==> config.mk <==
export PLATFORM = sky130hd
export DESIGN_NAME = hazard_controller
export DESIGN_NICKNAME = d
export VERILOG_FILES = /design/src/rtl/hazard_controller_pkg.sv /design/src/rtl/hazard_scoreboard.sv /design/src/rtl/hazard_controller.sv
export SDC_FILE = /design/constraint.sdc
export NUM_CORES = 1
export LEC_CHECK = 0
export BUFFER_PORTS_ARGS = -buffer_cell sky130_fd_sc_hd__buf_2
export CORE_MARGIN = 2
export CORE_UTILIZATION = 54
export DETAILED_ROUTE_END_ITERATION = 8
export HOLD_SLACK_MARGIN = 0.06
export PLACE_DENSITY_LB_ADDON = 0.05
export SLEW_MARGIN = 20
export SYNTH_ARGS = -nofsm -noshare
export SYNTH_HDL_FRONTEND = slang
export SYNTH_SLANG_ARGS = --single-unit
==> constraint.sdc <==
create_clock -name clk -period 3.51 [get_ports clk]
set_input_delay 0.5265 -clock clk [delete_from_list [all_inputs] [get_ports clk]]
set_output_delay 0.5265 -clock clk [all_outputs]
set_load 0.01 [all_outputs]
==> src/rtl/hazard_controller_pkg.sv <==
// Shared pipeline definitions for the 5-stage 16-bit core's hazard control.
package hazard_controller_pkg;

  localparam int unsigned REG_ADDR_W = 3;
  localparam int unsigned DATA_W     = 16;
  localparam int unsigned FWD_W      = 2;
  localparam int unsigned FCNT_W     = 2;

  // EX operand source selects
  localparam logic [FWD_W-1:0] FWD_RF    = 2'b00;
  localparam logic [FWD_W-1:0] FWD_EXMEM = 2'b01;
  localparam logic [FWD_W-1:0] FWD_MEMWB = 2'b10;

  typedef enum logic [1:0] {
    ST_RUN        = 2'd0,
    ST_LOAD_STALL = 2'd1,
    ST_FLUSH      = 2'd2
  } state_e;

  // One in-flight producer tracked by the scoreboard
  typedef struct packed {
    logic                  valid;
    logic                  reg_write;
    logic                  mem_read;
    logic [REG_ADDR_W-1:0] dst;
  } sb_slot_t;

  // A slot supplies source src when it will write that register and the source is read
  function automatic logic slot_match(input sb_slot_t slot,
                                      input logic [REG_ADDR_W-1:0] src,
                                      input logic use_src);
    return slot.valid & slot.reg_write & use_src & (slot.dst == src);
  endfunction

  // Newer producer (EX slot) wins over the older one (MEM slot)
  function automatic logic [FWD_W-1:0] fwd_select(input sb_slot_t ex_slot,
                                                  input sb_slot_t mem_slot,
                                                  input logic [REG_ADDR_W-1:0] src,
                                                  input logic use_src);
    if (slot_match(ex_slot, src, use_src)) begin
      return FWD_EXMEM;
    end else if (slot_match(mem_slot, src, use_src)) begin
      return FWD_MEMWB;
    end
    return FWD_RF;
  endfunction

endpackage

==> src/rtl/hazard_scoreboard.sv <==
// Two-slot destination scoreboard (EX, MEM) with load-use detect and registered forwarding selects.
module hazard_scoreboard
  import hazard_controller_pkg::*;
(
  input  logic                  clk,
  input  logic                  reset,
  input  logic                  i_advance,
  input  logic                  i_bubble,
  input  logic                  i_id_valid,
  input  logic [REG_ADDR_W-1:0] i_id_src1,
  input  logic [REG_ADDR_W-1:0] i_id_src2,
  input  logic                  i_id_use_src1,
  input  logic                  i_id_use_src2,
  input  logic                  i_id_reg_write,
  input  logic                  i_id_mem_read,
  input  logic [REG_ADDR_W-1:0] i_id_dst,
  output logic                  o_load_use_c,
  output logic [FWD_W-1:0]      o_fwd_sel1,
  output logic [FWD_W-1:0]      o_fwd_sel2
);

  sb_slot_t r_ex_slot;
  sb_slot_t r_mem_slot;
  sb_slot_t w_id_slot;
  logic     w_ex_hit;

  // Pack the ID instruction as a candidate EX-slot entry
  always_comb begin
    w_id_slot.valid     = i_id_valid;
    w_id_slot.reg_write = i_id_reg_write;
    w_id_slot.mem_read  = i_id_mem_read;
    w_id_slot.dst       = i_id_dst;
  end

  // A load in EX feeding the ID instruction cannot be forwarded in time
  always_comb begin
    w_ex_hit     = slot_match(r_ex_slot, i_id_src1, i_id_use_src1) |
                   slot_match(r_ex_slot, i_id_src2, i_id_use_src2);
    o_load_use_c = i_id_valid & w_ex_hit & r_ex_slot.mem_read;
  end

  // Shift slots and register selects on advance; everything holds while frozen
  always_ff @(posedge clk or posedge reset) begin
    if (reset) begin
      r_ex_slot  <= '0;
      r_mem_slot <= '0;
      o_fwd_sel1 <= FWD_RF;
      o_fwd_sel2 <= FWD_RF;
    end else if (i_advance) begin
      r_mem_slot <= r_ex_slot;
      if (i_bubble) begin
        r_ex_slot  <= '0;
        o_fwd_sel1 <= FWD_RF;
        o_fwd_sel2 <= FWD_RF;
      end else begin
        r_ex_slot  <= w_id_slot;
        o_fwd_sel1 <= fwd_select(r_ex_slot, r_mem_slot, i_id_src1, i_id_use_src1);
        o_fwd_sel2 <= fwd_select(r_ex_slot, r_mem_slot, i_id_src2, i_id_use_src2);
      end
    end
  end

endmodule

==> src/rtl/hazard_controller.sv <==
// Pipeline sequencing controller: load-use stall, branch flush, memory freeze and forwarding.
module hazard_controller
  import hazard_controller_pkg::*;
#(
  parameter int unsigned FLUSH_CYCLES = 1
) (
  input  logic                  clk,
  input  logic                  reset,
  input  logic                  id_valid,
  input  logic [REG_ADDR_W-1:0] id_src1,
  input  logic [REG_ADDR_W-1:0] id_src2,
  input  logic                  id_use_src1,
  input  logic                  id_use_src2,
  input  logic                  id_reg_write,
  input  logic                  id_mem_read,
  input  logic [REG_ADDR_W-1:0] id_dst,
  input  logic                  ex_branch_taken,
  input  logic                  mem_wait,
  output logic                  pc_write_en,
  output logic                  ifid_write_en,
  output logic                  ifid_flush,
  output logic                  idex_bubble,
  output logic                  pipe_freeze,
  output logic [FWD_W-1:0]      fwd_sel1,
  output logic [FWD_W-1:0]      fwd_sel2
);

  // The branch cycle itself is the first flush cycle; the counter holds the ones still to come
  localparam logic [FCNT_W-1:0] FLUSH_RELOAD = FCNT_W'(FLUSH_CYCLES - 1);
  localparam logic              MULTI_FLUSH  = (FLUSH_CYCLES > 32'd1);

  state_e            r_state;
  state_e            w_state_eff;
  state_e            w_state_next;
  logic [FCNT_W-1:0] r_flush_cnt;
  logic [FCNT_W-1:0] w_flush_cnt_next;
  logic              w_load_use;

  hazard_scoreboard u_scoreboard (
    .clk            (clk),
    .reset          (reset),
    .i_advance      (~mem_wait),
    .i_bubble       (idex_bubble),
    .i_id_valid     (id_valid),
    .i_id_src1      (id_src1),
    .i_id_src2      (id_src2),
    .i_id_use_src1  (id_use_src1),
    .i_id_use_src2  (id_use_src2),
    .i_id_reg_write (id_reg_write),
    .i_id_mem_read  (id_mem_read),
    .i_id_dst       (id_dst),
    .o_load_use_c   (w_load_use),
    .o_fwd_sel1     (fwd_sel1),
    .o_fwd_sel2     (fwd_sel2)
  );

  // FSM state and flush counter
  always_ff @(posedge clk or posedge reset) begin
    if (reset) begin
      r_state     <= ST_RUN;
      r_flush_cnt <= '0;
    end else begin
      r_state     <= w_state_next;
      r_flush_cnt <= w_flush_cnt_next;
    end
  end

  // Next state and same-cycle control outputs; a load-use seen in RUN is a stall cycle right now
  always_comb begin
    w_state_eff      = r_state;
    w_state_next     = r_state;
    w_flush_cnt_next = r_flush_cnt;
    pc_write_en      = 1'b1;
    ifid_write_en    = 1'b1;
    ifid_flush       = 1'b0;
    idex_bubble      = 1'b0;
    pipe_freeze      = 1'b0;

    if ((r_state == ST_RUN) && w_load_use) begin
      w_state_eff = ST_LOAD_STALL;
    end

    if (reset) begin
      w_state_next     = ST_RUN;
      w_flush_cnt_next = '0;
    end else if (mem_wait) begin
      // Freeze: remember which kind of cycle was interrupted so it completes afterwards
      pipe_freeze   = 1'b1;
      pc_write_en   = 1'b0;
      ifid_write_en = 1'b0;
      w_state_next  = w_state_eff;
    end else if (ex_branch_taken) begin
      ifid_flush       = 1'b1;
      idex_bubble      = 1'b1;
      w_flush_cnt_next = FLUSH_RELOAD;
      w_state_next     = MULTI_FLUSH ? ST_FLUSH : ST_RUN;
    end else begin
      unique case (w_state_eff)
        ST_RUN: begin
          w_state_next = ST_RUN;
        end
        ST_LOAD_STALL: begin
          pc_write_en   = 1'b0;
          ifid_write_en = 1'b0;
          idex_bubble   = 1'b1;
          w_state_next  = ST_RUN;
        end
        ST_FLUSH: begin
          ifid_flush  = 1'b1;
          idex_bubble = 1'b1;
          if (r_flush_cnt > FCNT_W'(1)) begin
            w_flush_cnt_next = r_flush_cnt - FCNT_W'(1);
            w_state_next     = ST_FLUSH;
          end else begin
            w_flush_cnt_next = '0;
            w_state_next     = ST_RUN;
          end
        end
        default: begin
          w_state_next = ST_RUN;
        end
      endcase
    end
  end

endmodule

==> results_dict.tcl, run 1 <==
set metrics [dict create \
    status "completed" \
    drt_pass1_iterations 4 \
    vias_per_cell 5.20 \
    cts_tree "built" \
    core-area_sq_um 1750 \
    syn_area_sq_um 1000 \
    antenna_found_initial 0 \
    io_pins 27 \
    io_buffers 26 \
    ir_worst_vdd_mv 0.291 \
    drt_iter0_drc 12 \
    crit_type "reg2out" \
    crit_required_ns 2.98 \
    die_h_um 47.1 \
    fp.dieArea_sq_um 2220 \
    yosysSeqAreaShare_pct 47.4 \
    p_per_area_nw_per_um2 372 \
    cts_buffers 3 \
    wl_um 1890 \
    tns_ns 0 \
    cts_setup_buffers 0 \
    via_count 806 \
    pre_cts_slack_ns 0.639 \
    hpwl_um 1510 \
    design_area_sq_um 1170 \
    avgRoutedWirePerCell_um 12.2 \
    clk_path_buf_depth 2 \
    clkPwrFrac_pct 25.5 \
    cts_sinks 19 \
    syn_avg_cell_area_sq_um 9.64 \
    syn_inst 104 \
    synth_cell_types 30 \
    worstPathMaxFanout 9 \
    clk_latency_ns 0.30 \
    power_switching_w 0.000121 \
    fin_ws_ns 0.515 \
    nets 150 \
    ys_ff_latch 19 \
    grt_use_total_pct 21.3 \
    leakage_nw 0.555 \
    gp_congestion 0.809 \
    max-cap-violations 0 \
    start_kind "register" \
    ant_nets 0 \
    clk_pin_slew_worst_paths_ns 0.11 \
    fin_crit_sh_pct 85.3 \
    endpoint_kind "primary output" \
    hold_viol_final 0 \
    finalSetupViolCount 0 \
    die_x_um 47.1 \
    worstPathArrival_ns 2.47 \
    comb_power_share_pct 17.1 \
    dp.cells 151 \
    drv_slew 0 \
    fin_util_pct 66.9 \
    drive_above_1_share_pct 30.0 \
    area_delta_synth_final_pct 16.5 \
    clock_skew_ns 0.00692 \
    diodes 0 \
    grt_max_degree 30 \
    swShare_pct 28.0 \
    rsz0062_at_grt "false" \
    gr-total-overflow 0 \
    tightest_slew_ns 0.442 \
    placed_area_sq_um 1140 \
    grt_pass1_wl_um 3270 \
    grt_pass1_vias 759 \
    relSlewSlack_pct 70.5 \
    fin_crit_ns 2.99 \
    cts_resized 0 \
    start_util_pct 57.4 \
    holdCritPathClass "in2async" \
    pwr-share-seq_pct 57.4 \
    syn_nets 123 \
    instances_no_fill 155 \
    max_freq_mhz 334 \
    yosysWarnings 0 \
    drc 0 \
    htree_levels 1 \
    rows 15 \
    cts_hold_buf 0 \
    root_buffer "clkbuf_4" \
    power.internal_w 0.000313 \
]
[metal layers]
layer | wire length [um] | vias to the layer above | GRT usage, % | share of wire, %
met4 | 38 | 0 | 12.8 | 2.0
met2 | 928 | 19 | 33.7 | 49
li1 | - | 406 | - | -
met5 | 0 | - | 0 | 0
met3 | 76 | 6 | 6.54 | 4.0
met1 | 850 | 375 | 25.3 | 45
[through the flow]
stage,power (W),hold WS [ns]
floorplan,0.000302,0.469
global placement,0.000326,0.475
detailed placement,0.000328,0.479
CTS,0.000436,0.242
global route,0.000459,0.274
finish,0.000434,0.235
[power groups by stage]
stage	clock [W]	combinational [W]	sequential, W
detailed placement	0	0.0000745	0.000253
global placement	0	0.0000727	0.000253
CTS	0.000112	0.0000749	0.000249
finish	0.000111	0.0000742	0.000249
global route	0.000123	0.0000840	0.000252
floorplan	0	0.0000524	0.000250
[final timing paths]
path | from | end | slack [ns] | cells after the start
max in group asynchronous | reset | u_scoreboard.r_ex_slot[4]$_DFFE_PP0N_ | 2.79 | 3
min in group clk | id_dst[0] | u_scoreboard.r_ex_slot[0]$_DFFE_PP0N_ | 0.45 | 3
worst max-delay path | u_scoreboard.r_ex_slot[2]$_DFFE_PP0N_ | idex_bubble | 0.52 | 8
worst max register to register | u_scoreboard.r_ex_slot[2]$_DFFE_PP0N_ | u_scoreboard.r_ex_slot[1]$_DFFE_PP0N_ | 1.23 | 8
worst min-delay path | reset | u_scoreboard.r_ex_slot[3]$_DFFE_PP0N_ | 0.23 | 2
worst min register to register | u_scoreboard.o_fwd_sel2[1]$_DFFE_PP0N_ | u_scoreboard.o_fwd_sel2[1]$_DFFE_PP0N_ | 0.50 | 2
[cells by family after synthesis]
kind of cell / after synthesis / share of synthesized area, %
muxes: 6 / 6.62
AOI/OAI and AO/OA: 18 / 10.4
xor gates and xnor gates: 12 / 10.5
and+or+nand+nor: 38 / 18.9
buffers and inverters: 10 / 4.99
adders and majority gates: 1 / 1.25
DFF: 19 / 47.4
[cell usage after synthesis (all sizes together)]
master   count  area (sq um)
nor2         2          7.51
nand3        3          15.0
nand2       21          78.8
mux2         5          56.3
nand4        3          18.8
nor3         1          5.00
buf          3          23.8
ha           1          12.5
clkbuf       2          7.51
o21ai       10          50.0
nand2b       1          6.26
a211o        1          8.76
o2bb2ai      1          8.76
inv          5          18.8
xor2         6          52.6
xnor2        6          52.6
nor2b        2          12.5
or3          1          6.26
nor4         2          25.0
mux2i        1          10.0
and2         1          6.26
a21oi        3          15.0
dfrtp       19           475
a31oi        1          6.26
o31ai        2          15.0
nor3b        1          7.51
[placed cells by master (no fill, tap or decap), drive strengths merged]
cell type and count:
inv 5, nand3 3, nor3b 1, nor2 2, a21oi 3, mux2 5
clkinv 1, nand2b 1, mux2i 1, nand2 21, a31oi 1, xor2 6
o2bb2ai 1, clkbuf 3, nand4 3, xnor2 6, dfrtp 19, o21ai 10
nor4 2, or3 1, nor2b 2, o31ai 2, ha 1, and2 1
nor3 1, a211o 1, buf 27
[registers in the layout, indices dropped and copies added, names as in the netlist]
signal and count:
u_scoreboard.o_fwd_sel1 2, r_state 2, r_flush_cnt 2, u_scoreboard.o_fwd_sel2 2
u_scoreboard.r_ex_slot 6, u_scoreboard.r_mem_slot 5
[critical path, stage by stage, from the launching register on]
cell	delay (ns)
dfrtp_1	0.44
xor2_1	0.19
nor4_2	0.40
nor2_1	0.12
o21ai_1	0.16
ha_1	0.26
a211o_1	0.41
inv_1	0.08
buf_2	0.12
[area by class of cell]
type | count | area, sq um
sequential | 19 | 475
inverter | 5 | 18.8
clock buffer | 3 | 22.5
multi-input combinational | 75 | 477
timing repair buffer | 27 | 138
clock inverter | 1 | 5.00
fill | 149 | 578
tap | 25 | 31.3
No activity file was read; power rests on OpenSTA's default activity.
==> run 2: changes to the inputs <==
--- a/config.mk
+++ b/config.mk
@@ -7,10 +7,10 @@
 export LEC_CHECK = 0
 export BUFFER_PORTS_ARGS = -buffer_cell sky130_fd_sc_hd__buf_2
 export CORE_MARGIN = 2
-export CORE_UTILIZATION = 54
+export CORE_UTILIZATION = 45
 export DETAILED_ROUTE_END_ITERATION = 8
 export HOLD_SLACK_MARGIN = 0.06
-export PLACE_DENSITY_LB_ADDON = 0.05
+export PLACE_DENSITY = 0.72
 export SLEW_MARGIN = 20
 export SYNTH_ARGS = -nofsm -noshare
 export SYNTH_HDL_FRONTEND = slang
==> constraint.sdc (replaced) <==
create_clock -name clk -period 2.7 [get_ports clk]
set_input_delay 0.405 -clock clk [delete_from_list [all_inputs] [get_ports clk]]
set_output_delay 0.405 -clock clk [all_outputs]
set_load 0.01 [all_outputs]
==> run 2 against run 1 <==
  * Sequential share of layout area shrank 1.6 points
  * Sequential power is 30% higher
  * Via count rose by 2.9%
  * Clock power rose by 27%
  * Critical path depth is the same
  * Routed wire length grew 18%
  * Sequential cell count is the same
  * First-iteration DRC count rose by 140%
  * Largest power group unchanged
  * Highest routed layer unchanged
==> results_dict.tcl, run 2 (synthesis gave the netlist of run 1 again) <==
set metrics [dict create \
    start_kind "register" \
    max_freq_mhz 382 \
    wl_met2_um 1100 \
    core-area_sq_um 2150 \
    pre_cts_slack_ns 0.195 \
    rows 17 \
    fin_ws_ns 0.0827 \
    drt_pass1_iterations 4 \
    path_cells "xor2_1, nor4_2, nor2_1, o21ai_1, ha_1, a211o_1, inv_1, buf_2" \
    wl_um 2240 \
    wl_met1_um 993 \
    clk_path_buf_depth 2 \
    leakage_nw 0.583 \
    gr-total-overflow 0 \
    relSlewSlack_pct 67.9 \
    drt_iter0_drc 29 \
    clk_pin_slew_worst_paths_ns 0.10 \
    endpoint_kind "primary output" \
    cts_hold_buf 0 \
    regMostFlops "u_scoreboard.r_ex_slot" \
    drv_slew 0 \
    area_delta_synth_final_pct 21.2 \
    drive_above_1_share_pct 32.4 \
    cpPeakStageDelay_ns 0.44 \
    top_regs "u_scoreboard.r_ex_slot: 6 flops, u_scoreboard.r_mem_slot: 5 flops" \
    grt_use_total_pct 20.1 \
    wl_met3_um 83 \
    grt_max_degree 30 \
    crit_type "reg2out" \
    rsz0062_at_grt "true" \
    cts_sinks 19 \
    die_h_um 51.2 \
    top_layer "met4" \
    htree_levels 1 \
    cts_buffers 3 \
    grt_pass1_vias 840 \
    ir_worst_vdd_mv 0.338 \
    max-cap-violations 0 \
    diodes 0 \
    antenna_found_initial 0 \
    finalSetupViolCount 0 \
    grt_pass1_wl_um 3860 \
    fin_crit_ns 2.62 \
    clk_latency_ns 0.30 \
    via_count 829 \
    clock_skew_ns 0.00506 \
    start_util_pct 46.7 \
    holdCritPathClass "in2async" \
    fp.dieArea_sq_um 2620 \
    io_pins 27 \
    io_buffers 26 \
    power.total_w 0.000568 \
    root_buffer "clkbuf_4" \
    ant_nets 0 \
    final_common_cell "buf_2" \
    die_x_um 51.2 \
    drc 0 \
    slowest_stage "dfrtp_1" \
    whs_ns 0.139 \
    crit_required_ns 2.30 \
    cts_tree "built" \
    worstPathMaxFanout 3 \
    layout_common_cells "buf_2 (26), nand2_1 (21), dfrtp_1 (19)" \
    tightest_slew_ns 0.481 \
    status "completed" \
    hpwl_um 1600 \
    nets 156 \
    fin_util_pct 56.6 \
    worstPathArrival_ns 2.21 \
    fin_crit_sh_pct 96.9 \
    avgRoutedWirePerCell_um 13.7 \
    vias_per_cell 5.05 \
    gp_congestion 0.761 \
    p_per_area_nw_per_um2 467 \
    tns_ns 0 \
    hold_viol_final 0 \
    largest_register_ffs 6 \
]
## run 2: area by class of cell
cell class                 count  area, sq um
inverter                       5         18.8
fill                         203          933
tap                           28         35.0
sequential                    19          475
multi-input combinational     75          477
clock buffer                   4         26.3
timing repair buffer          33          183
## run 2: repair_timing
action / 4_1_cts / 5_1_grt
buffers inserted: 2 / 3
pin swaps: 2 / 8
endpoints found under the setup margin: 1 / 3
resized for setup: 0 / 0
## run 2: per-stage QoR
stage                     instances  cell area, sq um
after detailed placement        155              1150
after global placement          155              1150
final                           164              1210
after CTS                       161              1190
after floorplan                 104              1000
after global routing            164              1210
## run 2: report_power, final
group	total [W]	switching [W]	internal [W]	leakage, nW
sequential	0.000324	0.0000200	0.000304	0.248
clock	0.000141	0.0000834	0.0000575	0.0150
combinational	0.000103	0.0000524	0.0000503	0.320
## run 2: path summary, 6_finish.rpt
path / startpoint / end / slack [ns] / cells past startpoint
worst max-delay path: u_scoreboard.r_ex_slot[1]$_DFFE_PP0N_ / idex_bubble / 0.08 / 8
min in group clk: id_dst[1] / u_scoreboard.r_ex_slot[1]$_DFFE_PP0N_ / 0.33 / 3
max in group asynchronous: reset / u_scoreboard.r_ex_slot[2]$_DFFE_PP0N_ / 2.07 / 3
worst min register to register: u_scoreboard.o_fwd_sel1[1]$_DFFE_PP0N_ / u_scoreboard.o_fwd_sel1[1]$_DFFE_PP0N_ / 0.52 / 2
worst max register to register: u_scoreboard.r_ex_slot[1]$_DFFE_PP0N_ / u_scoreboard.o_fwd_sel2[1]$_DFFE_PP0N_ / 0.49 / 8
worst min-delay path: reset / u_scoreboard.r_mem_slot[5]$_DFFE_PP0N_ / 0.14 / 2
## run 2: routing by layer
layer  up-vias  global-route usage [%]
li1        416                       -
met1       386                    25.9
met2        21                    32.3
met3         6                    5.26
met4         0                    7.21
met5         -                       0
## run 2: worst max-delay path, delay by kind of cell, from the launching register on
kind,cells,cell delay [ns]
AND/OR/NAND/NOR,2,0.46
flip-flops,1,0.44
AO/OA/AOI/OAI,2,0.42
adder cells (fa/ha/maj),1,0.27
buffers and inverters,2,0.17
XOR/XNOR,1,0.16
